### src/rtl/key_conditioner.sv
// -----------------------------------------------------------------------------
// key_conditioner
//
// Conditions the raw board pushbuttons and slide switches for use in the
// clk domain. Every input is synchronized, debounced and turned into a
// clean level. The keys also get press/release pulses and an auto-repeat
// pulse train paced by the VGA frame strobe.
//
// Ports
//   clk           system clock, all state updates on its rising edge
//   reset         synchronous active-high reset
//   key_n[3:0]    raw pushbuttons, active-low, asynchronous
//   sw[9:0]       raw slide switches, active-high, asynchronous
//   startOfFrame  one-cycle frame strobe
//   key_level     debounced key state, 1 = pressed
//   key_press     one-cycle pulse on a debounced key press
//   key_release   one-cycle pulse on a debounced key release
//   key_repeat    key_press OR auto-repeat pulse
//   sw_level      debounced switch state
//
// Auto-repeat FSM (one per key)
//   state     | meaning
//   RELEASED  | key up, no repeat activity
//   HOLD_WAIT | key held, counting frames up to REPEAT_DELAY
//   REPEATING | key held, pulsing every REPEAT_PERIOD frames
// -----------------------------------------------------------------------------
module key_conditioner #(
    parameter int unsigned DEBOUNCE_CYCLES = 250000,
    parameter int unsigned REPEAT_DELAY    = 20,
    parameter int unsigned REPEAT_PERIOD   = 6
) (
    input  logic       clk,
    input  logic       reset,
    input  logic [3:0] key_n,
    input  logic [9:0] sw,
    input  logic       startOfFrame,
    output logic [3:0] key_level,
    output logic [3:0] key_press,
    output logic [3:0] key_release,
    output logic [3:0] key_repeat,
    output logic [9:0] sw_level
);

    localparam int unsigned NKEY = 4;
    localparam int unsigned NSW  = 10;
    localparam int unsigned NIN  = NKEY + NSW;
    localparam int unsigned CW   = (DEBOUNCE_CYCLES > 1) ? $clog2(DEBOUNCE_CYCLES) : 1;

    localparam logic [CW-1:0] DB_TC     = CW'(DEBOUNCE_CYCLES - 1);
    localparam logic [5:0]    DELAY_TC  = 6'(REPEAT_DELAY);
    localparam logic [5:0]    PERIOD_TC = 6'(REPEAT_PERIOD);

    // Key synchronizer flops reset to the raw released level (high), so the
    // inverted view starts at 0 and reset never looks like a key press.
    localparam logic [NIN-1:0] SYNC_RST = {{NSW{1'b0}}, {NKEY{1'b1}}};

    typedef enum logic [1:0] {
        RELEASED,
        HOLD_WAIT,
        REPEATING
    } rpt_state_e;

    // ------------------------------------------------------------------
    // Two-flop synchronizers; bit order is {sw, key_n}
    // ------------------------------------------------------------------
    logic [NIN-1:0] sync1_q;
    logic [NIN-1:0] sync2_q;
    logic [NIN-1:0] in_sync;

    always_ff @(posedge clk) begin
        if (reset) begin
            sync1_q <= SYNC_RST;
            sync2_q <= SYNC_RST;
        end else begin
            sync1_q <= {sw, key_n};
            sync2_q <= sync1_q;
        end
    end

    assign in_sync = {sync2_q[NIN-1:NKEY], ~sync2_q[NKEY-1:0]};

    // ------------------------------------------------------------------
    // Debounce: count consecutive mismatch cycles, accept the new value on
    // the cycle the count would pass DEBOUNCE_CYCLES-1.
    // ------------------------------------------------------------------
    logic [CW-1:0]  db_cnt_q [NIN];
    logic [CW-1:0]  db_cnt_d [NIN];
    logic [NIN-1:0] level_q;
    logic [NIN-1:0] level_d;

    always_comb begin
        level_d = level_q;
        for (int i = 0; i < NIN; i++) begin
            db_cnt_d[i] = '0;
            if (in_sync[i] != level_q[i]) begin
                if (db_cnt_q[i] == DB_TC) begin
                    level_d[i]  = in_sync[i];
                end else begin
                    db_cnt_d[i] = db_cnt_q[i] + CW'(1);
                end
            end
        end
    end

    always_ff @(posedge clk) begin
        if (reset) begin
            level_q <= '0;
            for (int i = 0; i < NIN; i++) begin
                db_cnt_q[i] <= '0;
            end
        end else begin
            level_q <= level_d;
            for (int i = 0; i < NIN; i++) begin
                db_cnt_q[i] <= db_cnt_d[i];
            end
        end
    end

    // ------------------------------------------------------------------
    // Press / release edge pulses, one cycle after the level changes
    // ------------------------------------------------------------------
    logic [NKEY-1:0] key_prev_q;
    logic [NKEY-1:0] press_q;
    logic [NKEY-1:0] release_q;

    always_ff @(posedge clk) begin
        if (reset) begin
            key_prev_q <= '0;
            press_q    <= '0;
            release_q  <= '0;
        end else begin
            key_prev_q <= level_q[NKEY-1:0];
            press_q    <= level_q[NKEY-1:0] & ~key_prev_q;
            release_q  <= ~level_q[NKEY-1:0] & key_prev_q;
        end
    end

    // ------------------------------------------------------------------
    // Auto-repeat FSMs. They act on the registered press/release pulses, so
    // a frame strobe in the press cycle is seen while still RELEASED and is
    // not counted; release is tested first so it beats a due strobe.
    // ------------------------------------------------------------------
    rpt_state_e      rpt_state_q [NKEY];
    logic [5:0]      frame_cnt_q [NKEY];
    logic [NKEY-1:0] rpt_pulse_q;

    always_ff @(posedge clk) begin
        if (reset) begin
            rpt_pulse_q <= '0;
            for (int k = 0; k < NKEY; k++) begin
                rpt_state_q[k] <= RELEASED;
                frame_cnt_q[k] <= '0;
            end
        end else begin
            rpt_pulse_q <= '0;
            for (int k = 0; k < NKEY; k++) begin
                unique case (rpt_state_q[k])
                    RELEASED: begin
                        if (press_q[k]) begin
                            rpt_state_q[k] <= HOLD_WAIT;
                            frame_cnt_q[k] <= '0;
                        end
                    end
                    HOLD_WAIT: begin
                        if (release_q[k]) begin
                            rpt_state_q[k] <= RELEASED;
                            frame_cnt_q[k] <= '0;
                        end else if (startOfFrame) begin
                            if (frame_cnt_q[k] + 6'd1 == DELAY_TC) begin
                                rpt_pulse_q[k] <= 1'b1;
                                frame_cnt_q[k] <= '0;
                                rpt_state_q[k] <= REPEATING;
                            end else begin
                                frame_cnt_q[k] <= frame_cnt_q[k] + 6'd1;
                            end
                        end
                    end
                    REPEATING: begin
                        if (release_q[k]) begin
                            rpt_state_q[k] <= RELEASED;
                            frame_cnt_q[k] <= '0;
                        end else if (startOfFrame) begin
                            if (frame_cnt_q[k] + 6'd1 == PERIOD_TC) begin
                                rpt_pulse_q[k] <= 1'b1;
                                frame_cnt_q[k] <= '0;
                            end else begin
                                frame_cnt_q[k] <= frame_cnt_q[k] + 6'd1;
                            end
                        end
                    end
                    default: begin
                        rpt_state_q[k] <= RELEASED;
                        frame_cnt_q[k] <= '0;
                    end
                endcase
            end
        end
    end

    assign key_level   = level_q[NKEY-1:0];
    assign sw_level    = level_q[NIN-1:NKEY];
    assign key_press   = press_q;
    assign key_release = release_q;
    assign key_repeat  = press_q | rpt_pulse_q;

endmodule

### config.mk
export PLATFORM = sky130hd
export DESIGN_NAME = key_conditioner
export DESIGN_NICKNAME = d
export VERILOG_FILES = /design/src/rtl/key_conditioner.sv
export SDC_FILE = /design/constraint.sdc
export NUM_CORES = 1
export LEC_CHECK = 0
export BUFFER_PORTS_ARGS = -buffer_cell sky130_fd_sc_hd__buf_2
export CAP_MARGIN = 20
export CORE_MARGIN = 10
export CORE_UTILIZATION = 44
export CTS_CLUSTER_SIZE = 24
export DETAILED_ROUTE_END_ITERATION = 7
export SYNTH_ARGS = -nofsm -noshare
export SYNTH_HDL_FRONTEND = slang
export SYNTH_SLANG_ARGS = --single-unit
### constraint.sdc
create_clock -name clk -period 1.86 [get_ports clk]
set_input_delay 0.093 -clock clk [delete_from_list [all_inputs] [get_ports clk]]
set_output_delay 0.093 -clock clk [all_outputs]
set_load 0.01 [all_outputs]
==> qor.yml <==
area_growth_pct: 22.9
fin_hold_ws_ps: 51.4
timing.final.crit_share_pct: 104
slew_viol_final: 0
finalSetupTns_ps: -2270
die-area_mm2: 0.0432
grt_pass1_vias: 11900
fill_cells: 3119
antenna_found_initial: 0
finish.net_count: 1968
power.leakage_uw: 0.00644
crit_top_cell: "or4_4"
start_kind: "flop"
overflow: 0
ys_ff_latch: 342
path_depth: 4
worst_pin_slew_ps: 602
cp-end-kind: "flop"
holdPathStages: 3
grt_pass1_wl_um: 54800
n_antenna_cell: 0
vias_per_cell: 5.26
post-place-ws_ps: -82.8
avgSynthCellArea_um2: 9.09
gp_congestion: 0.823
grt_setup_unrepaired: "yes"
portBuffers: 42
cts_sinks: 342
start_util_pct: 44.8
clk_latency_ps: 520
arrival_ps: 2380
synth_most_common_cell: "dfxtp_1"
h-tree-depth: 2
fin_area_mm2: 0.0191
slowest_stage: "or4_4"
core_area_mm2: 0.0346
rr_worst_depth: 4
hold_path_class: "primary input to flop"
ir_worst_vdd_mv: 0.471
cp.required_ps: 2310
crit_family: "simple AND/OR/NAND/NOR gates"
timing.rr.start: "db_cnt_q[0][98]"
ys_seq_area_share_pct: 46.2
crit_path_end: "level_q[5]"
max_clock_freq_mhz: 519
cts_tree: "built"
dp_hpwl_um: 21800
power_density_mw_per_mm2: 820
clockBufferDepth: 3
drtIter0Drc: 574
period_needed_ps: 1930
final-hold-violation-count: 0
finalSetupViolCount: 80
layout_setup_ws_ps: -66.3
dr.pass1.iters: 5
wl_per_cell_um: 13.3
path_buf_inv: 0
synth_cell_type_count: 61
syn_area_mm2: 0.0155
clkSlewWorstSetupHoldPaths_ps: 60
final.setup_skew_ps: 13.2
syn_inst: 1707
yosys-top-cells-count: "310 x dfxtp_1, 241 x nor2_1, 117 x xnor2_1"
root_buffer: "clkbuf_16"
vias: 12600
status: "complete, but fails checks"
ant_nets: 0
die_w_um: 208
grt_max_degree: 34
globalRouteTotalUtil_pct: 14.2
async_flop_share_pct: 0
fp.dieH_um: 208
ff2ff_setup_slack_ps: -70
critPathMaxFanout: 3
synth_enable_flop_cells: 32
route.detailed.drc: 0
slowest_delay_ps: 560
synth_area_leaders: "dfxtp_1 40%, xnor2_1 6.6%, edfxtp_1 6.2%"
routed_wl_um: 31800
crit_type: "flop to flop"
synth_top_area_share_pct: 40.0
maxSlewHeadroom_pct: 59.6
synth_top_area_cell: "dfxtp_1"
r2r-end: "level_q[5]"
synth_warnings: 0
violations: "setup timing"
placed_area_mm2: 0.0172
startpoint: "db_cnt_q[0][98]"
ys.flop_type: "dfxtp_1"
cts_buffers: 40
syn_nets: 1766
ios: 43
rows: 68
layout-drive-gt1-share_pct: 18.1
maxCapViolCount: 0
crit_chain: "or4_4 -> or4_4 -> or3_4 -> a21oi_1"
==> cell usage in the layout (no fill, tap or decap), types with 41 or more instances in the layout <==
| cell type | count |
|---|---|
| dfxtp_1 | 300 |
| xnor2_1 | 116 |
| nand4_1 | 61 |
| xor2_1 | 75 |
| nor2_1 | 224 |
| inv_1 | 63 |
| nand3_1 | 111 |
| a21oi_1 | 66 |
| nand2_1 | 70 |
| buf_2 | 41 |
| nor3_1 | 42 |
| or3_1 | 45 |
| clkbuf_16 | 44 |
| o21ai_0 | 42 |
| buf_4 | 131 |
==> area by class of cell <==
| type | count | area (um^2) | area share, % |
|---|---|---|---|
| Clock buffer | 59 | 1190 | 6.27 |
| Clock inverter | 10 | 75.1 | 0.394 |
| Timing Repair Buffer | 197 | 1520 | 7.97 |
| Sequential cell | 342 | 7180 | 37.7 |
| Tap cell | 455 | 569 | 2.99 |
| Multi-Input combinational cell | 1265 | 8280 | 43.5 |
| Inverter | 63 | 236 | 1.24 |
==> worst min-delay path, stage by stage <==
cell,delay [ps]
buf_4,100
nor4b_2,50
and3_1,160
==> metal layers <==
| metal | part of all wire (%) | wire length (um) | GRT usage (%) |
|---|---|---|---|
| met1 | 48 | 15400 | 18.7 |
| met2 | 47 | 14800 | 23.5 |
| met3 | 3.0 | 967 | 2.23 |
| met4 | 2.0 | 635 | 4.38 |
| met5 | 0 | 0 | 0 |
==> kinds of logic (layout without fill, tap and decap cells) <==
logic type                 count (synthesis)  after routing  synth area share, %
buffers and inverters                    100            329                 2.58
muxes                                      4              4                0.266
DFF                                      342            342                 46.2
AOI/OAI and AO/OA                        210            210                 8.69
adders and majority gates                 42             42                 3.39
and+or+nand+nor                          815            815                 27.9
xor gates and xnor gates                 194            194                 11.0
==> through the flow <==
stage	util [%]	total power (uW)	instances
after floorplan	-	8020	1707
after global placement	49.7	8200	2297
after detailed placement	49.7	8210	2297
after CTS	53.9	15900	2381
after global routing	55.0	16300	2391
final	55.0	15600	2391
==> where the power goes <==
part / switching [uW] / total, uW / internal, uW / leakage (uW)
Clock: 2950 / 7510 / 4560 / 0.000627
Sequential: 55.1 / 7570 / 7520 / 0.00285
Combinational: 296 / 542 / 246 / 0.00296
Total: 3300 / 15600 / 12300 / 0.00644
==> how the worst min path moves through the flow <==
stage | from | end | slack [ps]
5_1_grt | reset | rpt_state_q[0][1] | 70
3_3_place_gp | key_n[2] | sync1_q[2] | 280
6_report | reset | rpt_state_q[0][1] | 50
2_1_floorplan | key_n[0] | sync1_q[0] | 200
4_1_cts | reset | rpt_state_q[0][1] | 30
3_5_place_dp | key_n[2] | sync1_q[2] | 280
==> registers in the layout (all words and copies together), names as in the netlist <==
| name | flops |
|---|---|
| key_prev_q | 4 |
| db_cnt_q | 252 |
| frame_cnt_q | 24 |
| level_q | 14 |
| sync2_q | 14 |
| rpt_pulse_q | 4 |
| key_release | 4 |
| sync1_q | 14 |
| rpt_state_q | 8 |
| key_press | 4 |
==> what timing repair did <==
item	CTS	global route
resized for setup	15	62
setup buffers	0	7
gates cloned	1	3
endpoints found under the setup margin	82	144
hold buffers	14	0
pin swaps	9	21
endpoints found under the hold margin	14	0
(Power assumes the default switching activity.)
